--- config.mk ---
export PLATFORM = sky130hd
export DESIGN_NAME = fifo_wr_arbiter
export DESIGN_NICKNAME = d
export VERILOG_FILES = /design/src/rtl/fifo_arb_pkg.sv /design/src/rtl/fifo_credit_ctr.sv /design/src/rtl/fifo_wr_arbiter.sv
export SDC_FILE = /design/constraint.sdc
export NUM_CORES = 1
export LEC_CHECK = 0
export BUFFER_PORTS_ARGS = -buffer_cell sky130_fd_sc_hd__buf_2
export CAP_MARGIN = 20
export CORE_UTILIZATION = 50
export DETAILED_ROUTE_END_ITERATION = 16
export PLACE_DENSITY = 0.86
export SYNTH_ARGS = -nofsm -noshare
export SYNTH_HDL_FRONTEND = slang
export SYNTH_SLANG_ARGS = --single-unit
--- constraint.sdc ---
create_clock -name clk -period 4.5 [get_ports clk]
set_input_delay 0.45 -clock clk [delete_from_list [all_inputs] [get_ports clk]]
set_output_delay 0.45 -clock clk [all_outputs]
set_load 0.01 [all_outputs]
--- src/rtl/fifo_arb_pkg.sv ---
// Shared state type, width constants and round-robin search helper
// used by the FIFO write-side arbiter.
package fifo_arb_pkg;

  localparam int MAX_REQ        = 8;
  localparam int PICK_W         = $clog2(MAX_REQ);
  localparam int DEF_NUM_REQ    = 4;
  localparam int DEF_FIFO_DEPTH = 8;
  localparam int ID_W           = $clog2(DEF_NUM_REQ);
  localparam int CRED_W         = $clog2(DEF_FIFO_DEPTH + 1);

  typedef enum logic {
    IDLE   = 1'b0,
    LOCKED = 1'b1
  } arb_state_e;

  typedef struct packed {
    logic              found;
    logic [PICK_W-1:0] idx;
  } rr_pick_t;

  // First valid requester at or after ptr, wrapping within num_req entries.
  function automatic rr_pick_t rr_pick(input logic [MAX_REQ-1:0] valid,
                                       input logic [PICK_W-1:0]  ptr,
                                       input int                 num_req);
    rr_pick_t          res;
    logic [PICK_W-1:0] cand;
    res = '0;
    for (int k = 0; k < MAX_REQ; k++) begin
      cand = PICK_W'((int'(ptr) + k) % num_req);
      if (!res.found && (k < num_req) && valid[cand]) begin
        res.found = 1'b1;
        res.idx   = cand;
      end
    end
    return res;
  endfunction

endpackage

--- src/rtl/fifo_credit_ctr.sv ---
// Free-slot counter mirroring downstream FIFO occupancy; pops seen while
// the counter is already full are ignored and flagged in a sticky error.
module fifo_credit_ctr #(
  parameter int FIFO_DEPTH = 8,
  parameter int CW         = $clog2(FIFO_DEPTH + 1)
) (
  input  logic          clk,
  input  logic          rst,
  input  logic          push,
  input  logic          pop,
  output logic [CW-1:0] credits,
  output logic          err_credit
);

  localparam logic [CW-1:0] FULL_CRED = CW'(FIFO_DEPTH);

  logic [CW-1:0] credits_q, credits_d;
  logic          err_q, err_d;
  logic          at_full, pop_ok, push_ok;

  always_comb begin
    at_full   = (credits_q == FULL_CRED);
    pop_ok    = pop && !at_full;
    push_ok   = push && (credits_q != '0);
    credits_d = credits_q;
    if (push_ok && !pop_ok) begin
      credits_d = credits_q - 1'b1;
    end else if (pop_ok && !push_ok) begin
      credits_d = credits_q + 1'b1;
    end
    err_d = err_q || (pop && at_full);
  end

  always_ff @(posedge clk or negedge rst) begin
    if (!rst) begin
      credits_q <= FULL_CRED;
      err_q     <= 1'b0;
    end else begin
      credits_q <= credits_d;
      err_q     <= err_d;
    end
  end

  assign credits    = credits_q;
  assign err_credit = err_q;

endmodule

--- src/rtl/fifo_wr_arbiter.sv ---
// Round-robin, packet-atomic, credit-gated arbiter in front of a FIFO write port.
// Optional lock watchdog with wdog_evt output is enabled by defining FIFO_ARB_WDOG_EN.
module fifo_wr_arbiter
  import fifo_arb_pkg::*;
#(
  parameter int NUM_REQ     = DEF_NUM_REQ,
  parameter int DATA_WIDTH  = 8,
  parameter int FIFO_DEPTH  = DEF_FIFO_DEPTH,
  parameter int WDOG_CYCLES = 16
) (
  input  logic                             clk,
  input  logic                             rst,
  input  logic [NUM_REQ-1:0]               req_valid,
  input  logic [NUM_REQ-1:0]               req_last,
  input  logic [NUM_REQ*DATA_WIDTH-1:0]    req_data,
  output logic [NUM_REQ-1:0]               req_ready,
  input  logic                             fifo_full,
  input  logic                             fifo_pop,
  output logic                             fifo_we,
  output logic [DATA_WIDTH-1:0]            fifo_wdata,
  output logic [$clog2(NUM_REQ)-1:0]       fifo_wid,
  output logic [$clog2(FIFO_DEPTH+1)-1:0]  credits,
  output logic                             locked,
`ifdef FIFO_ARB_WDOG_EN
  output logic                             wdog_evt,
`endif
  output logic                             err_credit
);

  localparam int IW = $clog2(NUM_REQ);
  localparam int CW = $clog2(FIFO_DEPTH + 1);

  if (NUM_REQ < 2 || NUM_REQ > MAX_REQ || WDOG_CYCLES < 1) begin : g_bad_cfg
    $error("fifo_wr_arbiter: unsupported parameter combination");
  end

  arb_state_e          state_q, state_d;
  logic [IW-1:0]       owner_q, owner_d;
  logic [IW-1:0]       rr_ptr_q, rr_ptr_d;
  logic [IW-1:0]       wid_q, wid_d;
  logic [IW-1:0]       grant_id;
  logic                we_q, we_d;
  logic [DATA_WIDTH-1:0] wdata_q, wdata_d;
  logic                can_push, grant_any, xfer, xfer_last;
  logic [MAX_REQ-1:0]  valid_ext;
  rr_pick_t            pick;

  function automatic logic [IW-1:0] next_id(input logic [IW-1:0] id);
    return (int'(id) == NUM_REQ - 1) ? '0 : id + 1'b1;
  endfunction

  // Same-cycle pops are deliberately not counted, so the FIFO can never overrun.
  assign can_push  = (credits != '0) && !fifo_full;
  assign valid_ext = MAX_REQ'(req_valid);
  assign pick      = rr_pick(valid_ext, PICK_W'(rr_ptr_q), NUM_REQ);

  always_comb begin
    req_ready = '0;
    grant_any = 1'b0;
    grant_id  = owner_q;
    if (state_q == LOCKED) begin
      grant_any = 1'b1;
    end else if (pick.found) begin
      grant_any = 1'b1;
      grant_id  = IW'(pick.idx);
    end
    if (rst && grant_any) begin
      req_ready[grant_id] = can_push;
    end
    xfer      = rst && grant_any && can_push && req_valid[grant_id];
    xfer_last = req_last[grant_id];
  end

`ifdef FIFO_ARB_WDOG_EN
  localparam int WD_W = $clog2(WDOG_CYCLES + 1);
  logic [WD_W-1:0] wdog_cnt_q, wdog_cnt_d;
  logic            wdog_evt_q, wdog_evt_d;
`endif

  always_comb begin
    state_d  = state_q;
    owner_d  = owner_q;
    rr_ptr_d = rr_ptr_q;
    we_d     = xfer;
    wdata_d  = wdata_q;
    wid_d    = wid_q;
    if (xfer) begin
      wdata_d = req_data[grant_id*DATA_WIDTH +: DATA_WIDTH];
      wid_d   = grant_id;
      if (!xfer_last) begin
        state_d = LOCKED;
        owner_d = grant_id;
      end else begin
        state_d  = IDLE;
        rr_ptr_d = next_id(grant_id);
      end
    end
`ifdef FIFO_ARB_WDOG_EN
    wdog_cnt_d = '0;
    wdog_evt_d = 1'b0;
    // Counts only idle owner cycles; a stalled-but-valid owner keeps its count.
    if (state_q == LOCKED && !xfer) begin
      if (!req_valid[owner_q]) begin
        if (int'(wdog_cnt_q) == WDOG_CYCLES - 1) begin
          state_d    = IDLE;
          rr_ptr_d   = next_id(owner_q);
          wdog_evt_d = 1'b1;
        end else begin
          wdog_cnt_d = wdog_cnt_q + 1'b1;
        end
      end else begin
        wdog_cnt_d = wdog_cnt_q;
      end
    end
`endif
  end

  always_ff @(posedge clk or negedge rst) begin
    if (!rst) begin
      state_q  <= IDLE;
      owner_q  <= '0;
      rr_ptr_q <= '0;
      we_q     <= 1'b0;
      wdata_q  <= '0;
      wid_q    <= '0;
    end else begin
      state_q  <= state_d;
      owner_q  <= owner_d;
      rr_ptr_q <= rr_ptr_d;
      we_q     <= we_d;
      wdata_q  <= wdata_d;
      wid_q    <= wid_d;
    end
  end

`ifdef FIFO_ARB_WDOG_EN
  always_ff @(posedge clk or negedge rst) begin
    if (!rst) begin
      wdog_cnt_q <= '0;
      wdog_evt_q <= 1'b0;
    end else begin
      wdog_cnt_q <= wdog_cnt_d;
      wdog_evt_q <= wdog_evt_d;
    end
  end

  assign wdog_evt = wdog_evt_q;
`endif

  fifo_credit_ctr #(
    .FIFO_DEPTH (FIFO_DEPTH),
    .CW         (CW)
  ) u_credit (
    .clk        (clk),
    .rst        (rst),
    .push       (xfer),
    .pop        (fifo_pop),
    .credits    (credits),
    .err_credit (err_credit)
  );

  assign fifo_we    = we_q;
  assign fifo_wdata = wdata_q;
  assign fifo_wid   = wid_q;
  assign locked     = (state_q == LOCKED);

endmodule

==> impl_metrics.ini, run 1 <==
[run_status]
outcome = completed

[clocking]
numCtsBuffers = 3
clock_path_buffers = 2
clockRootBuffer = clkbuf_4
cts.sinks = 21
path_clk_slew_ns = 0.12
h-tree-depth = 1
cts_tree = done
clock_latency_ns = 0.30
postCtsResizedCells = 0
cts_setup_buffers = 0
hold_buffers = 0

[synthesis]
yosysSeqAreaShare_pct = 31.5
synth_edf_count = 0
synthAdderAreaFrac_pct = 5.24
synth_compound_area_share_pct = 23.3
synth_cell_types = 53
synthesis.nets = 250
avgSynthCellArea_um2 = 8.41
netlist_area_um2 = 1670
synthMuxAreaShare_pct = 4.49
synth_xor_area_share_pct = 2.62
synth_top_family_by_area = simple AND/OR/NAND/NOR gates
ys.flop_type = dfrtp_1
synthSimpleGateAreaFrac_pct = 26.6
synthArstFlopShare_pct = 100
synth_cells = 199
ys_ff_latch = 21
yosysWarningCount = 0

[place]
gp_congestion = 0.846
portBuffers = 64
dp_hpwl_um = 2880

[route]
routed_wl_um = 3880
met3_length_um = 171
route.met2.wl_um = 1910
wl_met1_um = 1770
viasPerCell = 5.41
vias = 1618
drt-initial-drc-count = 123
ant_nets = 0
wl_per_cell_um = 13.0
firstDrtPassIters = 4
highest_layer = met4
route.detailed.drc = 0

[floorplan]
initial_core_util_pct = 53.9
die_x_um = 59.8
die_area_um2 = 3580
die_h_um = 59.8
std_cell_rows = 20
core-area_um2 = 3100
io_pins = 65

[worst_setup_path]
crit_top_cell = buf_2
crit_required_ns = 4.05
path_class = primary input to primary output
crit_family = simple AND/OR/NAND/NOR gates
path_max_fanout = 20
crit_slowest_cell = o31a_1
cp_cell_sequence = buf_2, nor4_4, or2_1, o31a_1, inv_4, ha_1, and2_1, buf_2
cp_num_buf_inv = 3
startpoint_type = primary input
slowest_delay_ns = 0.73
cp.arrival_ns = 2.81
cp-end-kind = primary output

[sta]
layout_min_cycle_time_ns = 3.26
fmax_ghz = 0.307
hold_violations = 0
skew_ns = 0.0105
setup_tns_ns = 0
worst_slew_pin_slew_ns = 0.912
maxSlewHeadroom_pct = 39.1
finalMaxSlewViolations = 0
fin_crit_sh_pct = 72.5
setup_violations = 0
rsz0062_at_grt = false

[finish]
layout_common_cells = buf_2, nand2_1, dfrtp_1
area.sequential_um2 = 527
nets = 307
n_antenna_cell = 0
syn_to_final_growth_pct = 19.4
fillers = 274
final_common_cell = buf_2
drive_above_1_share_pct = 32.2
multiInputGateArea_um2 = 1040

[power_and_ir_drop]
finalPower_mw = 1.26
ir_drop_mv = 0.328
p_leak_nw = 0.972
powerDensity_nw_per_um2 = 632

[grt]
grt_pass1_vias = 1413
antenna_found_initial = 0
grt_max_degree = 23
grt_pass1_wl_um = 6130
overflow = 0
grt.total_usage_pct = 22.7

[hold_path]
min_path_type = primary input to asynchronous set/reset pin

[flow_run]
maxCapViolCount = 0
-- kinds of logic after synthesis --
logic type	count (synthesis)
fa+ha+maj	7
simple gates	90
buf+inv	19
xor+xnor	5
compound gates	50
flops	21
mux	7
-- worst paths after layout --
check                               startpoint             endpoint  slack [ns]  cells past startpoint
max                               req_valid[2]         req_ready[3]        1.24                      8
min                                        rst        fifo_wdata[4]        0.09                      1
max reg2reg                u_credit.credits[3]  u_credit.credits[2]        1.43                     10
min reg2reg                u_credit.err_credit  u_credit.err_credit        0.48                      1
max in group asynchronous                  rst  u_credit.credits[3]        4.05                      1
min in group clk                      fifo_pop  u_credit.err_credit        0.41                      2
-- per-layer routing --
layer / up-vias / track usage, %
met5: - / 0
met4: 0 / 7.97
met3: 4 / 4.98
met2: 52 / 35.4
met1: 744 / 30.8
li1: 818 / -
-- stage by stage --
stage | hold WS, ns | instances | area (um^2) | util, % | worst slack, ns
6_report | 0.0913 | 299 | 2000 | 64.4 | 1.24
5_1_grt | 0.0952 | 299 | 2000 | 64.4 | 1.06
4_1_cts | 0.0963 | 299 | 2000 | 64.4 | 1.25
3_5_place_dp | 0.445 | 295 | 1970 | 63.5 | 1.24
3_3_place_gp | 0.427 | 295 | 1970 | 63.5 | 1.34
2_1_floorplan | 0.154 | 199 | 1670 | - | 1.64
-- report_power, final --
group | total (mW) | internal (mW) | switching, mW | leakage (nW)
Sequential | 0.386 | 0.284 | 0.101 | 0.248
Combinational | 0.788 | 0.338 | 0.449 | 0.709
Clock | 0.0887 | 0.0345 | 0.0542 | 0.0150
Total | 1.26 | 0.657 | 0.605 | 0.972
-- layout make-up --
cell class	instances	area share, %
inverter	7	1.44
multi-input combinational	159	52.1
tap	44	2.76
clock buffer	4	1.31
sequential	21	26.4
timing repair buffer	64	16.0
-- sequential cells by signal, summed over array words and instances, names as in the netlist --
signal and cells:
owner_q 2, fifo_we 1, fifo_wid 2, rr_ptr_q 2, locked 1, fifo_wdata 8
u_credit.err_credit 1, u_credit.credits 4
-- cell usage after synthesis (all sizes together) (2+ instances only) --
cell    instances  area share [%]
nor2b          10             3.7
mux2i           3             1.8
o21ai           3            0.90
mux2            4             2.7
nand3          11             3.3
dfrtp          20              30
a31o            9             4.7
buf             9             3.8
nand2b          3             1.1
and2b           2            0.90
nor3            3            0.90
a311oi          2             1.4
and2            4             1.5
a22o            2             1.0
nor3b           2            0.90
xor2            4             2.1
nand3b          2            0.90
nor2            8             1.8
ha              7             5.2
o311a           3             1.8
o31ai           2             1.7
o22ai           2             1.1
nor4            2             1.6
a21oi          16             5.0
clkbuf          3            0.75
nand2          41             9.2
inv             7             1.7
a31oi           2            0.75
-- worst reg2reg max path: cells and delay by family, from the launching register on --
kind | cells | cell delay [ns]
simple gates | 2 | 0.15
fa+ha+maj | 2 | 0.49
compound gates | 3 | 1.32
flops | 1 | 0.60
xor+xnor | 3 | 0.40
No activity file was read; power rests on OpenSTA's default activity.
==> run 2: changes to the inputs <==
- CORE_UTILIZATION: 50 -> 44
- PLACE_DENSITY: 0.86 -> 0.8
- clock period: 4.5 -> 2.8 ns (I/O delays scaled with it)
==> run 2 against run 1 <==
  * The run now ends with hold timing left
  * Hold slack got worse by 0.099 ns
  * Sequential power up 63%
  * Clock power rose by 120%
  * Clock skew down 0.0091 ns
  * Critical path type is now flop to flop
  * Largest cell class unchanged
==> impl_metrics.ini, run 2 (synthesis gave the netlist of run 1 again) <==
[power_and_ir_drop]
finalPower_mw = 2.20
p_leak_nw = 1.03
ir_drop_mv = 0.467
powerDensity_nw_per_um2 = 1040

[grt]
grtUsageMet3_pct = 2.54
grt_pass1_wl_um = 6710
antenna_found_initial = 0
use_met1_pct = 27.0
busiest_layer = met2
overflow = 0
grt.total_usage_pct = 21.1
grt_pass1_vias = 1492
grt_max_degree = 22
grt_util_met2_pct = 36.3

[flow_run]
maxCapViolCount = 0

[floorplan]
die_x_um = 63.7
die_area_um2 = 4050
die_h_um = 63.7
core-area_um2 = 3660
initial_core_util_pct = 45.7
std_cell_rows = 22
io_pins = 65

[finish]
area.sequential_um2 = 529
drive_above_1_share_pct = 37.0
multiInputGateArea_um2 = 1060
largest_reg_flops = 8
fin_cells = 313
final_area_um2 = 2120
fin_util_pct = 57.8
layout_common_cells = buf_2, nand2_1, dfrtp_1
fillers = 335
nets = 317
syn_to_final_growth_pct = 26.6
n_antenna_cell = 0
final_common_cell = buf_2

[worst_setup_path]
crit_required_ns = 2.94
path_max_fanout = 7
startpoint_type = flop
r2r_start = rr_ptr_q[1]
rr_worst_depth = 11
cp.arrival_ns = 2.84
cp-end-kind = flop
reg2reg_to = u_credit.credits[2]
path_class = flop to flop
reg2reg_setup_slack_ns = 0.1

[place]
gp_congestion = 0.875
placed_cell_area_um2 = 2040
post-place-cells = 308
portBuffers = 64
post-place-ws_ns = 0.0533
dp_hpwl_um = 3070

[sta]
layout_min_cycle_time_ns = 2.70
whs_ns = -0.00760
worst_slew_pin_slew_ns = 0.478
finalMaxSlewViolations = 0
maxSlewHeadroom_pct = 67.9
setup_tns_ns = 0
fin_crit_sh_pct = 96.4
finalWorstSetupSlack_ns = 0.0999
setup_violations = 0
skew_ns = 0.00141
hold_violations = 20
fmax_ghz = 0.370

[hold_path]
min_path_type = primary input to asynchronous set/reset pin

[clocking]
path_clk_slew_ns = 0.07
cts.sinks = 21
clock_path_buffers = 2
clock_latency_ns = 0.26
h-tree-depth = 1
hold_buffers = 0
numCtsBuffers = 3
clockRootBuffer = clkbuf_8
cts_tree = done

[route]
routed_wl_um = 4040
drt-initial-drc-count = 128
ant_nets = 0
route.detailed.drc = 0
vias = 1657
firstDrtPassIters = 4
viasPerCell = 5.29
wl_per_cell_um = 12.9

[run_status]
violations = hold timing
outcome = complete, but fails checks
## run 2: worst max-delay path by stage
stage,start,end,cells past startpoint
final,rr_ptr_q[1],u_credit.credits[2],11
after global placement,rr_ptr_q[1],u_credit.credits[2],11
after floorplan,rr_ptr_q[1],u_credit.credits[2],12
after detailed placement,rr_ptr_q[1],u_credit.credits[2],11
after CTS,rr_ptr_q[1],u_credit.credits[2],11
after global routing,rr_ptr_q[0],u_credit.credits[2],12
## run 2: final cells by class
| cell class | count | area share [%] |
|---|---|---|
| clock buffers | 4 | 2.13 |
| inverters | 7 | 1.36 |
| multi-input cells | 159 | 50.0 |
| flip-flops and latches | 21 | 25.0 |
| repair buffers | 74 | 18.7 |
| well taps | 48 | 2.84 |
## run 2: where the power goes
group	total [mW]	switching (mW)	internal (mW)
combinational	1.37	0.751	0.624
sequential	0.631	0.170	0.461
clock	0.197	0.0955	0.101
total	2.20	1.02	1.19
## run 2: per-layer routing
| layer | part of all wire [%] | vias to the layer above |
|---|---|---|
| met4 | 1.1 | 0 |
| met5 | 0 | - |
| met1 | 46 | 768 |
| li1 | - | 836 |
| met2 | 49 | 48 |
| met3 | 4.2 | 5 |
## run 2: repair_timing
action | in CTS | in global routing
gates resized for setup | 0 | 6
buffers inserted | 0 | 1
hold endpoints to repair | 0 | 0
setup endpoints to repair | 0 | 2
## run 2: worst max-delay path, cell delays in order (launching register included)
cell	delay, ns
dfrtp_2	0.45
mux2i_1	0.15
a21o_1	0.21
o311a_1	0.37
o311a_1	0.33
ha_1	0.23
xor2_1	0.15
ha_1	0.21
a21oi_2	0.12
xor2_1	0.16
nor2_1	0.07
xor2_1	0.14
==> run 3: changes to the inputs <==
- CORE_UTILIZATION: 44 -> 50
- PLACE_DENSITY: 0.8 -> 0.86
- clock period: 2.8 -> 3.42 ns (I/O delays scaled with it)
==> run 3 against run 2 <==
  * The run now ends clean
  * Register-to-register slack better by 0.44 ns
  * Power down 23%
  * Utilization up 7.7 points
  * Global-route usage up 2.3 points
  * Flip-flop and latch count unchanged
  * Final cell count down 3.2%
==> impl_metrics.ini, run 3 (synthesis gave the netlist of run 1 again) <==
[power_and_ir_drop]
p_sw_mw = 0.816
p_leak_nw = 0.993
p_sw_share_pct = 48.2
powerDensity_nw_per_um2 = 833
clockPowerShare_pct = 7.2
ir_drop_mv = 0.506
pwr-share-comb_pct = 62.8
finalPower_mw = 1.69
intPower_mw = 0.877
pwr-share-seq_pct = 30.0

[worst_setup_path]
cp_cell_sequence = mux2i_1, a21o_1, o311a_1, o311a_1, ha_1, xor2_1, ha_1, a21oi_1, xor2_1, nor2_1, xor2_1
crit_slowest_cell = dfrtp_1
crit_required_ns = 3.63
slowest_delay_ns = 0.48
path_class = flop to flop
crit_top_cell = xor2_1
path_max_fanout = 7
cp.arrival_ns = 3.09
startpoint_type = flop
cp-end-kind = flop

[finish]
largest_reg_flops = 8
final_common_cell = buf_2
syn_to_final_growth_pct = 21.5
fillers = 305
area.sequential_um2 = 527
layout_common_cells = buf_2, nand2_1, dfrtp_1
drive_above_1_share_pct = 33.2
multiInputGateArea_um2 = 1040
nets = 311
n_antenna_cell = 0

[grt]
overflow = 0
grt_max_degree = 22
grt_pass1_wl_um = 6440
antenna_found_initial = 0
grt_pass1_vias = 1555
grt.total_usage_pct = 23.4

[clocking]
clock_latency_ns = 0.31
numCtsBuffers = 3
cts.sinks = 21
postCtsResizedCells = 0
clock_path_buffers = 2
cts_tree = done
h-tree-depth = 1
path_clk_slew_ns = 0.12
clockRootBuffer = clkbuf_4

[floorplan]
std_cell_rows = 20
die_h_um = 59.8
die_area_um2 = 3580
io_pins = 65
core-area_um2 = 3100
initial_core_util_pct = 53.9
die_x_um = 59.8

[sta]
rsz0062_at_grt = false
fmax_ghz = 0.348
skew_ns = 0.00684
worst_slew_pin_slew_ns = 0.748
hold_violations = 0
setup_violations = 0
maxSlewHeadroom_pct = 50.2
layout_min_cycle_time_ns = 2.88
fin_crit_sh_pct = 84.1
setup_tns_ns = 0
finalMaxSlewViolations = 0

[route]
wl_per_cell_um = 13.3
drt-initial-drc-count = 111
ant_nets = 0
firstDrtPassIters = 4
route.detailed.drc = 0
routed_wl_um = 4020
vias = 1663
viasPerCell = 5.49

[place]
portBuffers = 64
gp_congestion = 0.801
dp_hpwl_um = 2980

[hold_path]
min_path_type = primary input to flop

[run_status]
outcome = completed

[flow_run]
maxCapViolCount = 0
[run 3: changes by cell type in the layout (fill, tap and decap cells not counted), moves of 2 or more]
| cell | change |
|---|---|
| a21oi_2 | -2 |
| buf_4 | -7 |
| a21oi_1 | +2 |
| dfrtp_2 | -2 |
| dfrtp_1 | +2 |
| clkbuf_8 | -3 |
| clkbuf_4 | +3 |
[run 3: what timing repair did]
action | 4_1_cts | 5_1_grt
setup buffers | 0 | 0
hold buffers | 1 | 0
hold endpoints to repair | 20 | 0
[run 3: worst max-delay path: cells and delay by family, from the launching register on]
kind	cells	cell delay (ns)
AO/OA/AOI/OAI	4	1.12
flip-flops	1	0.48
XOR/XNOR	3	0.47
adder cells (fa/ha/maj)	2	0.46
multiplexers	1	0.17
AND/OR/NAND/NOR	1	0.06
[run 3: power groups by stage]
| stage | Sequential, mW | Clock [mW] | Combinational, mW |
|---|---|---|---|
| 4_1_cts | 0.506 | 0.124 | 1.06 |
| 3_3_place_gp | 0.507 | 0 | 1.03 |
| 2_1_floorplan | 0.501 | 0 | 0.807 |
| 6_report | 0.508 | 0.122 | 1.06 |
| 5_1_grt | 0.528 | 0.134 | 1.18 |
| 3_5_place_dp | 0.511 | 0 | 1.06 |
[run 3: area by class of cell]
cell class | instances | area share [%]
Clock buffer | 3 | 1.11
Clock inverter | 1 | 0.246
Inverter | 7 | 1.42
Multi-Input combinational cell | 159 | 51.2
Sequential cell | 21 | 25.9
Tap cell | 44 | 2.71
Timing Repair Buffer | 68 | 17.4
[run 3: per-stage QoR]
step | setup slack [ns] | utilization (%) | hold slack (ns) | instance area, um^2 | cells
final | 0.542 | 65.5 | 0.285 | 2030 | 303
after global routing | 0.335 | 65.5 | 0.286 | 2030 | 303
after CTS | 0.554 | 65.5 | 0.276 | 2030 | 303
after detailed placement | 0.409 | 64.3 | 0.340 | 1990 | 298
after global placement | 0.499 | 64.3 | 0.342 | 1990 | 298
after floorplan | 0.672 | - | 0.0464 | 1670 | 199
[run 3: final timing paths]
check / from / to / slack (ns) / cells past startpoint
worst max-delay path: rr_ptr_q[1] / u_credit.credits[2] / 0.54 / 11
worst min-delay path: fifo_pop / u_credit.err_credit / 0.29 / 2
worst max register to register: rr_ptr_q[1] / u_credit.credits[2] / 0.54 / 11
worst min register to register: u_credit.err_credit / u_credit.err_credit / 0.49 / 1
max in group asynchronous: rst / u_credit.credits[3] / 2.60 / 3
min in group asynchronous: rst / locked / 0.55 / 3
[run 3: routing by layer]
metal | wire [um] | global-route usage, % | vias up
met5 | 0 | 0 | -
met4 | 24 | 6.64 | 0
met3 | 163 | 5.19 | 4
met2 | 2030 | 41.0 | 48
met1 | 1800 | 28.7 | 787
li1 | - | - | 824
